## src/rtl/fse_lms_ctrl_if.sv

```systemverilog
// fse_lms_ctrl_if: control/status bundle between the LMS adaptation controller
// and its user (equalizer top / testbench).
//   master : drives run/freeze and the symbol-rate slicer error, observes status
//   slave  : the controller itself
// Signals:
//   i_run, i_freeze, i_err[NBerr], i_err_valid        -> controller
//   o_sym_strobe, o_upd_en, o_mu_sh[3], o_mode,
//   o_state[2], o_coeff_clr, o_locked                 <- controller
interface fse_lms_ctrl_if #(
  parameter int NBerr = 8
);
  logic                    i_run;
  logic                    i_freeze;
  logic signed [NBerr-1:0] i_err;
  logic                    i_err_valid;
  logic                    o_sym_strobe;
  logic                    o_upd_en;
  logic [2:0]              o_mu_sh;
  logic                    o_mode;
  logic [1:0]              o_state;
  logic                    o_coeff_clr;
  logic                    o_locked;

  modport master (
    output i_run, i_freeze, i_err, i_err_valid,
    input  o_sym_strobe, o_upd_en, o_mu_sh, o_mode, o_state, o_coeff_clr, o_locked
  );

  modport slave (
    input  i_run, i_freeze, i_err, i_err_valid,
    output o_sym_strobe, o_upd_en, o_mu_sh, o_mode, o_state, o_coeff_clr, o_locked
  );
endinterface

```

## src/rtl/fse_lms_ctrl.sv

```systemverilog
// fse_lms_ctrl: adaptation controller for the fractionally-spaced LMS equalizer.
// Generates the symbol-phase strobe and coefficient-update enable, selects mu
// (right shift) and training vs decision-directed mode, and watches windowed
// |slicer error| to declare lock / loss and to restart acquisition.
// Ports:
//   clkA  : system clock, rising edge
//   reset : synchronous active-low reset
//   bus   : fse_lms_ctrl_if.slave (run/freeze/error in, strobe/enable/mu/mode/state out)
module fse_lms_ctrl #(
  parameter int NBerr       = 8,
  parameter int OS          = 2,
  parameter int LOG2_WIN    = 6,
  parameter int TH_LOCK     = 256,
  parameter int TH_LOSS     = 1024,
  parameter int MU_ACQ      = 2,
  parameter int MU_TRK      = 5,
  parameter int MAX_ACQ_WIN = 16
) (
  input  logic           clkA,
  input  logic           reset,
  fse_lms_ctrl_if.slave  bus
);
  // accumulator holds up to WIN * (2^(NBerr-1)-1), so it never overflows
  localparam int W  = NBerr - 1 + LOG2_WIN;
  localparam int PW = (OS > 1) ? $clog2(OS) : 1;
  localparam int AW = $clog2(MAX_ACQ_WIN + 1);

  localparam logic [PW-1:0]       PH_LAST  = PW'(OS - 1);
  localparam logic [LOG2_WIN-1:0] WIN_LAST = '1;
  localparam logic [W:0]          TH_LK    = (W+1)'(TH_LOCK);
  localparam logic [W:0]          TH_LS    = (W+1)'(TH_LOSS);
  localparam logic [AW-1:0]       ACQ_LAST = AW'(MAX_ACQ_WIN - 1);
  localparam logic [2:0]          MU_A     = 3'(MU_ACQ);
  localparam logic [2:0]          MU_T     = 3'(MU_TRK);

  typedef enum logic [1:0] {
    S_IDLE  = 2'b00,
    S_ACQ   = 2'b01,
    S_TRACK = 2'b10,
    S_HOLD  = 2'b11
  } st_t;

  st_t                 state_q, state_d, saved_q, saved_d;
  logic [PW-1:0]       phase_q, phase_d;
  logic [LOG2_WIN-1:0] win_q, win_d;
  logic [W-1:0]        acc_q, acc_d;
  logic [1:0]          lock_q, lock_d;
  logic [AW-1:0]       acqw_q, acqw_d;
  logic                clr_q, clr_d;

  // |err| with the most-negative code saturated to the max positive magnitude
  logic signed [NBerr-1:0] neg;
  logic [NBerr-2:0]        mag;
  logic [W:0]              sum;

  always_comb begin
    neg = -bus.i_err;
    if (bus.i_err == {1'b1, {(NBerr-1){1'b0}}}) mag = '1;
    else if (bus.i_err[NBerr-1])                mag = neg[NBerr-2:0];
    else                                        mag = bus.i_err[NBerr-2:0];
    sum = {1'b0, acc_q} + {{(LOG2_WIN+1){1'b0}}, mag};
  end

  always_comb begin
    state_d = state_q;
    saved_d = saved_q;
    phase_d = (state_q == S_IDLE) ? '0 : ((phase_q == PH_LAST) ? '0 : phase_q + 1'b1);
    win_d   = win_q;
    acc_d   = acc_q;
    lock_d  = lock_q;
    acqw_d  = acqw_q;
    clr_d   = 1'b0;

    if (!bus.i_run) begin
      state_d = S_IDLE;
      phase_d = '0;
      win_d   = '0;
      acc_d   = '0;
      lock_d  = '0;
      acqw_d  = '0;
    end else if (state_q == S_IDLE) begin
      state_d = S_ACQ;
      clr_d   = 1'b1;
      lock_d  = '0;
      acqw_d  = '0;
    end else if (state_q == S_HOLD) begin
      // window contents are frozen; just wait for release
      if (!bus.i_freeze) state_d = saved_q;
    end else if (bus.i_freeze) begin
      state_d = S_HOLD;
      saved_d = state_q;
    end else if (bus.i_err_valid) begin
      win_d = win_q + 1'b1;
      if (win_q != WIN_LAST) begin
        acc_d = acc_q + {{LOG2_WIN{1'b0}}, mag};
      end else begin
        acc_d = '0;
        if (state_q == S_ACQ) begin
          if (sum < TH_LK) begin
            lock_d = lock_q + 2'd1;
            if (lock_q == 2'd1) state_d = S_TRACK;
          end else begin
            lock_d = '0;
            // too long without lock: re-seed coefficients and keep acquiring
            if (acqw_q == ACQ_LAST) begin
              acqw_d = '0;
              clr_d  = 1'b1;
            end else begin
              acqw_d = acqw_q + 1'b1;
            end
          end
        end else if (sum > TH_LS) begin
          state_d = S_ACQ;
          lock_d  = '0;
          acqw_d  = '0;
        end
      end
    end
  end

  always_ff @(posedge clkA) begin
    if (!reset) begin
      state_q <= S_IDLE;
      saved_q <= S_IDLE;
      phase_q <= '0;
      win_q   <= '0;
      acc_q   <= '0;
      lock_q  <= '0;
      acqw_q  <= '0;
      clr_q   <= 1'b0;
    end else begin
      state_q <= state_d;
      saved_q <= saved_d;
      phase_q <= phase_d;
      win_q   <= win_d;
      acc_q   <= acc_d;
      lock_q  <= lock_d;
      acqw_q  <= acqw_d;
      clr_q   <= clr_d;
    end
  end

  // HOLD reports whatever the frozen state reported
  logic trk;
  assign trk = (state_q == S_TRACK) || (state_q == S_HOLD && saved_q == S_TRACK);

  assign bus.o_sym_strobe = (phase_q == '0) && (state_q != S_IDLE);
  assign bus.o_upd_en     = bus.o_sym_strobe && (state_q == S_ACQ || state_q == S_TRACK);
  assign bus.o_mu_sh      = trk ? MU_T : MU_A;
  assign bus.o_mode       = trk;
  assign bus.o_locked     = trk;
  assign bus.o_state      = state_q;
  assign bus.o_coeff_clr  = clr_q;
endmodule
```

## src/flat_wrapper.sv

```systemverilog
// flat-port wrapper written by rule: the top's interface ports become plain ports
module fse_lms_ctrl_flat 
#(
  parameter int NBerr       = 8,
  parameter int OS          = 2,
  parameter int LOG2_WIN    = 6,
  parameter int TH_LOCK     = 256,
  parameter int TH_LOSS     = 1024,
  parameter int MU_ACQ      = 2,
  parameter int MU_TRK      = 5,
  parameter int MAX_ACQ_WIN = 16
)
  (clkA, reset, bus_i_run, bus_i_freeze, bus_i_err, bus_i_err_valid, bus_o_sym_strobe, bus_o_upd_en, bus_o_mu_sh, bus_o_mode, bus_o_state, bus_o_coeff_clr, bus_o_locked);
  fse_lms_ctrl_if #(.NBerr(NBerr)) bus_i ();
  input  logic clkA;
  input  logic reset;
  input wire logic [$bits(bus_i.i_run)-1:0] bus_i_run;
  input wire logic [$bits(bus_i.i_freeze)-1:0] bus_i_freeze;
  input wire logic [$bits(bus_i.i_err)-1:0] bus_i_err;
  input wire logic [$bits(bus_i.i_err_valid)-1:0] bus_i_err_valid;
  output wire logic [$bits(bus_i.o_sym_strobe)-1:0] bus_o_sym_strobe;
  output wire logic [$bits(bus_i.o_upd_en)-1:0] bus_o_upd_en;
  output wire logic [$bits(bus_i.o_mu_sh)-1:0] bus_o_mu_sh;
  output wire logic [$bits(bus_i.o_mode)-1:0] bus_o_mode;
  output wire logic [$bits(bus_i.o_state)-1:0] bus_o_state;
  output wire logic [$bits(bus_i.o_coeff_clr)-1:0] bus_o_coeff_clr;
  output wire logic [$bits(bus_i.o_locked)-1:0] bus_o_locked;
  assign bus_i.i_run = bus_i_run;
  assign bus_i.i_freeze = bus_i_freeze;
  assign bus_i.i_err = bus_i_err;
  assign bus_i.i_err_valid = bus_i_err_valid;
  assign bus_o_sym_strobe = bus_i.o_sym_strobe;
  assign bus_o_upd_en = bus_i.o_upd_en;
  assign bus_o_mu_sh = bus_i.o_mu_sh;
  assign bus_o_mode = bus_i.o_mode;
  assign bus_o_state = bus_i.o_state;
  assign bus_o_coeff_clr = bus_i.o_coeff_clr;
  assign bus_o_locked = bus_i.o_locked;
  fse_lms_ctrl #(.NBerr(NBerr), .OS(OS), .LOG2_WIN(LOG2_WIN), .TH_LOCK(TH_LOCK), .TH_LOSS(TH_LOSS), .MU_ACQ(MU_ACQ), .MU_TRK(MU_TRK), .MAX_ACQ_WIN(MAX_ACQ_WIN)) u_core (.clkA(clkA), .reset(reset), .bus(bus_i));
endmodule
```

## config.mk

```make
export PLATFORM = sky130hd
export DESIGN_NAME = fse_lms_ctrl_flat
export DESIGN_NICKNAME = d
export VERILOG_FILES = /design/src/rtl/fse_lms_ctrl_if.sv /design/src/rtl/fse_lms_ctrl.sv /design/src/flat_wrapper.sv
export SDC_FILE = /design/constraint.sdc
export NUM_CORES = 1
export LEC_CHECK = 0
export BUFFER_PORTS_ARGS = -buffer_cell sky130_fd_sc_hd__buf_2
export CAP_MARGIN = 20
export CORE_UTILIZATION = 30
export CTS_BUF_LIST = sky130_fd_sc_hd__clkbuf_2 sky130_fd_sc_hd__clkbuf_4 sky130_fd_sc_hd__clkbuf_8
export CTS_CLUSTER_SIZE = 28
export DETAILED_ROUTE_END_ITERATION = 10
export GPL_ROUTABILITY_DRIVEN = 0
export MAX_ROUTING_LAYER = met4
export SLEW_MARGIN = 25
export SYNTH_ARGS = -nofsm -noshare
export SYNTH_HDL_FRONTEND = slang
export SYNTH_SLANG_ARGS = --single-unit
```

## constraint.sdc

```tcl
create_clock -name clkA -period 10.5 [get_ports clkA]
set_input_delay 0.525 -clock clkA [delete_from_list [all_inputs] [get_ports clkA]]
set_output_delay 0.525 -clock clkA [all_outputs]
set_load 0.01 [all_outputs]
```

==> results of run 1 <==
==> report_power, final <==
part | internal [mW] | switching, mW | total, mW
registers | 0.122 | 0.00105 | 0.123
clock network | 0.0838 | 0.0490 | 0.133
logic | 0.0144 | 0.0228 | 0.0372
total | 0.220 | 0.0728 | 0.293
==> path summary, 6_finish.rpt <==
path / start / endpoint / slack (ns) / cells past startpoint
min reg2reg: u_core.phase_q$_SDFF_PP0_ / u_core.phase_q$_SDFF_PP0_ / 0.42 / 1
max: bus_i_err[0] / u_core.acqw_q[1]$_SDFFE_PP0P_ / 6.55 / 17
max reg2reg: u_core.acc_q[0]$_SDFFE_PN0P_ / u_core.acqw_q[1]$_SDFFE_PP0P_ / 7.28 / 10
min: u_core.phase_q$_SDFF_PP0_ / u_core.phase_q$_SDFF_PP0_ / 0.42 / 1
==> sequential cells by signal, indices dropped and copies added (netlist names) <==
register and cells:
u_core.bus.o_state 2, u_core.acc_q 13, u_core.phase_q 1, u_core.bus.o_coeff_clr 1, u_core.win_q 6, u_core.lock_q 2, u_core.saved_q 2, u_core.acqw_q 5
==> through the flow <==
step | cell area, µm² | util | setup slack, ns | std cells
3_5_place_dp | 2480 | 0.338 | 6.25 | 389
4_1_cts | 2600 | 0.355 | 6.54 | 397
3_3_place_gp | 2480 | 0.338 | 6.33 | 389
6_report | 2610 | 0.356 | 6.55 | 397
2_1_floorplan | 2310 | - | 6.64 | 282
5_1_grt | 2610 | 0.356 | 6.28 | 397
==> layer usage <==
metal / vias to the layer above / part of all wire / track usage
met5: - / 0 / -
met4: 0 / 0.019 / 0.0478
met3: 9 / 0.036 / 0.0169
met2: 35 / 0.44 / 0.205
met1: 946 / 0.51 / 0.176
li1: 1061 / - / -
==> layout make-up <==
class,count,area [µm²],area share
multi-input combinational,225,1560,0.600
sequential,32,641,0.246
tap,99,124,0.0475
timing repair buffer,22,110,0.0422
clock buffer,7,96.3,0.0370
inverter,11,41.3,0.0158
clock inverter,1,30.0,0.0115
==> cells in the final DEF (no fill, tap or decap), types with 3 or more instances in the layout <==
| cell type | Yosys | final |
|---|---|---|
| a211oi_1 | 3 | 3 |
| a21oi_1 | 9 | 9 |
| a22oi_1 | 8 | 8 |
| and2_1 | 3 | 3 |
| and3_1 | 3 | 3 |
| buf_2 | 1 | 22 |
| clkbuf_8 | 0 | 7 |
| dfxtp_1 | 32 | 32 |
| ha_1 | 17 | 17 |
| inv_1 | 11 | 11 |
| mux2i_1 | 6 | 6 |
| nand2_1 | 29 | 28 |
| nand3_1 | 7 | 7 |
| nand3b_1 | 4 | 4 |
| nand4_1 | 4 | 4 |
| nor2_1 | 33 | 33 |
| nor2b_1 | 3 | 3 |
| nor3_1 | 13 | 13 |
| o211a_1 | 4 | 4 |
| o211ai_1 | 3 | 3 |
| o21ai_0 | 11 | 11 |
| o21ai_1 | 4 | 4 |
| o31ai_1 | 3 | 3 |
| xnor2_1 | 3 | 3 |
| xor2_1 | 9 | 9 |
==> cells by family after synthesis <==
kind of cell / count (synthesis) / synth area share
and+or+nand+nor: 114 / 0.247
AOI/OAI and AO/OA: 73 / 0.247
DFF: 32 / 0.278
buffers and inverters: 25 / 0.0461
adders and majority gates: 18 / 0.101
xor gates and xnor gates: 12 / 0.0455
muxes: 8 / 0.0358
==> worst reg2reg max path, delay by kind of cell, from the launching register on <==
kind	cells	cell delay, ns
adders and majority gates	2	0.70
and+or+nand+nor	2	0.70
muxes	1	0.21
DFF	1	0.31
AOI/OAI and AO/OA	4	1.08
xor gates and xnor gates	1	0.16
==> flow_summary.json, run 1 <==
{
  "status": "finished, final reports clean",
  "numCtsBuffers": 5,
  "yosys.area.top_type": "dfxtp_1",
  "yosysSeqAreaShare": 0.278,
  "path_cells": "buf_2 -> inv_1 -> ha_1 -> inv_1 -> nor3_1 -> nand3b_1 -> nand2_1 -> ha_1 -> fa_1 -> a211oi_4 -> o21ai_0 -> xor2_1 -> or4_1 -> a2111oi_2 -> nor3b_2 -> o21ai_2 -> mux2i_1",
  "p_leak_nw": 1.01,
  "portBuffers": 22,
  "syn2layout_area_growth_pct": 12.9,
  "path_buf_inv": 3,
  "fin_crit_sh": 0.377,
  "crit_arrival_ns": 4.17,
  "cts_resized": 0,
  "cts.reportedPaths.clkPinSlew_ns": 0.07,
  "viasPerCell": 5.17,
  "first_iter_violations": 126,
  "ys.flop_type": "dfxtp_1",
  "clock_sinks": 32,
  "post-route-min-period_ns": 3.95,
  "slew_headroom": 0.459,
  "peakVddDrop_uv": 49.1,
  "synth_most_common_cell": "nor2_1",
  "power_density_nw_per_um2": 113,
  "cp_slowest_stage_delay_ns": 0.56,
  "drc": 0,
  "antennaDiodeCount": 0,
  "syn_area_per_cell_um2": 8.19,
  "grt_pass1_vias": 1900,
  "synth_cells": 282,
  "grt_antenna_before_repair": 0,
  "synth_top_cell_area_share": 0.278,
  "holdCritPathClass": "reg -> reg",
  "cts_tree": "yes",
  "synth_edf_count": 0,
  "yosys_warnings": 0,
  "rsz0062_at_grt": "no",
  "whs_ns": 0.422,
  "required_ns": 10.72,
  "clock_path_buffers": 2,
  "cts_root_buffer": "clkbuf_8",
  "clock.fmax_mhz": 253,
  "crit_type": "in -> reg",
  "track_usage": 0.132,
  "cts_hold_buf": 0,
  "worst_pin_slew_ns": 0.809,
  "ant_nets": 0,
  "initial_utilization": 0.315,
  "io_pins": 23,
  "core_area_um2": 7330,
  "dp_hpwl_um": 3710,
  "drv_slew": 0,
  "async_flop_share": 0,
  "vias": 2051,
  "wl_per_cell_um": 12.6,
  "die_h_um": 89.7,
  "slowest_stage": "or4_1",
  "path_max_fanout": 6,
  "insertion_delay_ns": 0.29,
  "setup_tns_ns": 0,
  "crit_family": "compound AO/OA/AOI/OAI gates",
  "grt_overflow_total": 0,
  "dieArea_um2": 8050,
  "synth_nets": 313,
  "ys_types": 58,
  "drive_gt1_frac": 0.161,
  "synth_area_leaders": "dfxtp_1 28%, ha_1 9.2%, nor2_1 5.4%, nand2_1 4.7%, xor2_1 3.4%",
  "grt_pass1_wl_um": 8750,
  "fill_cells": 746,
  "setup_violations": 0,
  "endpoint_kind": "flop",
  "drt_wl_total_um": 5020,
  "dr.pass1.iters": 4,
  "fin_nets": 328,
  "cp-start-kind": "input pin",
  "die_w_um": 89.7,
  "row_count": 31,
  "max-cap-violations": 0,
  "cts_setup_buffers": 0,
  "skew_ns": 0.00587,
  "grt_start_max_net_pins": 28,
  "ys_top_cells_by_count": "33 x nor2_1, 32 x dfxtp_1, 29 x nand2_1",
  "report.final.hold_viol_count": 0,
  "ys_seq_elements": 32,
  "syn_area_um2": 2310,
  "htreeDepth": 2,
  "fin_total_pwr_uw": 293
}
(Power assumes the default switching activity.)
==> run 2: changes to the inputs <==
==> constraint.sdc (replaced) <==
create_clock -name clkA -period 4.1 [get_ports clkA]
set_input_delay 0.205 -clock clkA [delete_from_list [all_inputs] [get_ports clkA]]
set_output_delay 0.205 -clock clkA [all_outputs]
set_load 0.01 [all_outputs]
==> flow_summary.json, run 2 (synthesis gave the netlist of run 1 again) <==
{
  "status": "finished, final reports clean",
  "core_area_um2": 7330,
  "cts_root_buffer": "clkbuf_8",
  "p_leak_nw": 1.01,
  "insertion_delay_ns": 0.28,
  "dp_hpwl_um": 3720,
  "drt_wl_total_um": 5040,
  "slowest_stage": "or4_1",
  "clock_path_buffers": 2,
  "portBuffers": 22,
  "path_cells": "buf_2 -> or3_1 -> nor3_1 -> nand3b_1 -> o211ai_1 -> ha_1 -> a211oi_4 -> o211a_1 -> a221oi_1 -> or4_1 -> a2111oi_2 -> nor3b_2 -> o21ai_2 -> mux2i_1",
  "die_w_um": 89.7,
  "first_iter_violations": 124,
  "rsz0062_at_grt": "no",
  "vias": 2072,
  "grt_pass1_wl_um": 8640,
  "final_cell_mix": "33 x nor2_1, 32 x dfxtp_1, 28 x nand2_1, 22 x buf_2, 17 x ha_1",
  "crit_type": "in -> reg",
  "die_h_um": 89.7,
  "cts_resized": 0,
  "drc": 0,
  "htreeDepth": 2,
  "path_max_fanout": 6,
  "report.final.hold_viol_count": 0,
  "dr.pass1.iters": 4,
  "antennaDiodeCount": 0,
  "fin_crit_sh": 0.892,
  "layout_commonest_cell": "nor2_1",
  "ant_nets": 0,
  "grt_antenna_before_repair": 0,
  "row_count": 31,
  "wl_per_cell_um": 12.7,
  "syn2layout_area_growth_pct": 12.9,
  "clock.fmax_mhz": 274,
  "fin_total_pwr_uw": 747,
  "max-cap-violations": 0,
  "cts_hold_buf": 0,
  "cp-start-kind": "input pin",
  "cts_tree": "yes",
  "fin_nets": 328,
  "endpoint_kind": "flop",
  "drive_gt1_frac": 0.161,
  "power_density_nw_per_um2": 287,
  "drv_slew": 0,
  "cts.reportedPaths.clkPinSlew_ns": 0.07,
  "dieArea_um2": 8050,
  "largest_register": "u_core.acc_q",
  "viasPerCell": 5.22,
  "biggestRegsByFlops": "u_core.acc_q: 13 flops, u_core.win_q: 6 flops, u_core.acqw_q: 5 flops",
  "grt_start_max_net_pins": 28,
  "clock_sinks": 32,
  "largest_reg_flops": 13,
  "setup_ws_ns": 0.445,
  "grt_pass1_vias": 1857,
  "post-route-min-period_ns": 3.66,
  "slew_headroom": 0.455,
  "io_pins": 23,
  "cts_setup_buffers": 0,
  "required_ns": 4.32,
  "worst_pin_slew_ns": 0.815,
  "holdCritPathClass": "in -> reg",
  "skew_ns": 0.00718,
  "preCtsSetupSlack_ns": 0.175,
  "initial_utilization": 0.315,
  "cp_slowest_stage_delay_ns": 0.59,
  "crit_arrival_ns": 3.87,
  "numCtsBuffers": 5,
  "grt_overflow_total": 0,
  "track_usage": 0.131,
  "setup_tns_ns": 0,
  "peakVddDrop_uv": 127,
  "setup_violations": 0
}
run 2: cell counts in the layout (fill, tap and decap cells not counted):
Identical to the previous run, type by type.
run 2: final timing paths:
check,from,endpoint,slack [ns],depth (start not counted)
hold reg to reg,u_core.phase_q$_SDFF_PP0_,u_core.phase_q$_SDFF_PP0_,0.42,1
hold / removal,reset,u_core.saved_q[0]$_SDFFE_PN0P_,0.18,2
setup / recovery,bus_i_err[3],u_core.acqw_q[1]$_SDFFE_PP0P_,0.44,14
setup reg to reg,u_core.acc_q[0]$_SDFFE_PN0P_,u_core.acqw_q[1]$_SDFFE_PP0P_,0.88,10
run 2: metal layers:
layer  part of all wire  track usage  vias to the layer above
met5                  0            -                        -
met4             0.0079       0.0451                        0
met3              0.025       0.0161                        2
met2               0.44        0.203                       32
met1               0.52        0.175                      969
li1                   -            -                     1069
run 2: worst max-delay path: cells and delay by family:
family | cells | cell delay [ns]
adder cells (fa/ha/maj) | 1 | 0.32
buffers and inverters | 1 | 0.12
multiplexers | 1 | 0.21
AND/OR/NAND/NOR | 5 | 1.53
AO/OA/AOI/OAI | 6 | 1.48
run 2: area by class of cell:
cell class / instances / area [µm²]
clock buffers: 7 / 96.3
clock inverters: 1 / 30.0
fillers: 753 / 4720
inverters: 11 / 41.3
multi-input cells: 225 / 1560
flip-flops and latches: 32 / 641
well taps: 99 / 124
repair buffers: 22 / 110
run 2: report_power, final:
part	leakage, nW	internal (mW)	switching (mW)	total (mW)
logic	0.690	0.0369	0.0583	0.0952
registers	0.258	0.313	0.00277	0.316
clock network	0.0645	0.215	0.121	0.336
run 2: per-stage QoR:
step | hold slack (ns) | std cells | area, µm² | utilization
final | 0.177 | 397 | 2610 | 0.356
after global routing | 0.201 | 397 | 2610 | 0.356
after CTS | 0.163 | 397 | 2600 | 0.355
after detailed placement | 0.415 | 389 | 2480 | 0.338
after global placement | 0.411 | 389 | 2480 | 0.338
after floorplan | 0.333 | 282 | 2310 | -
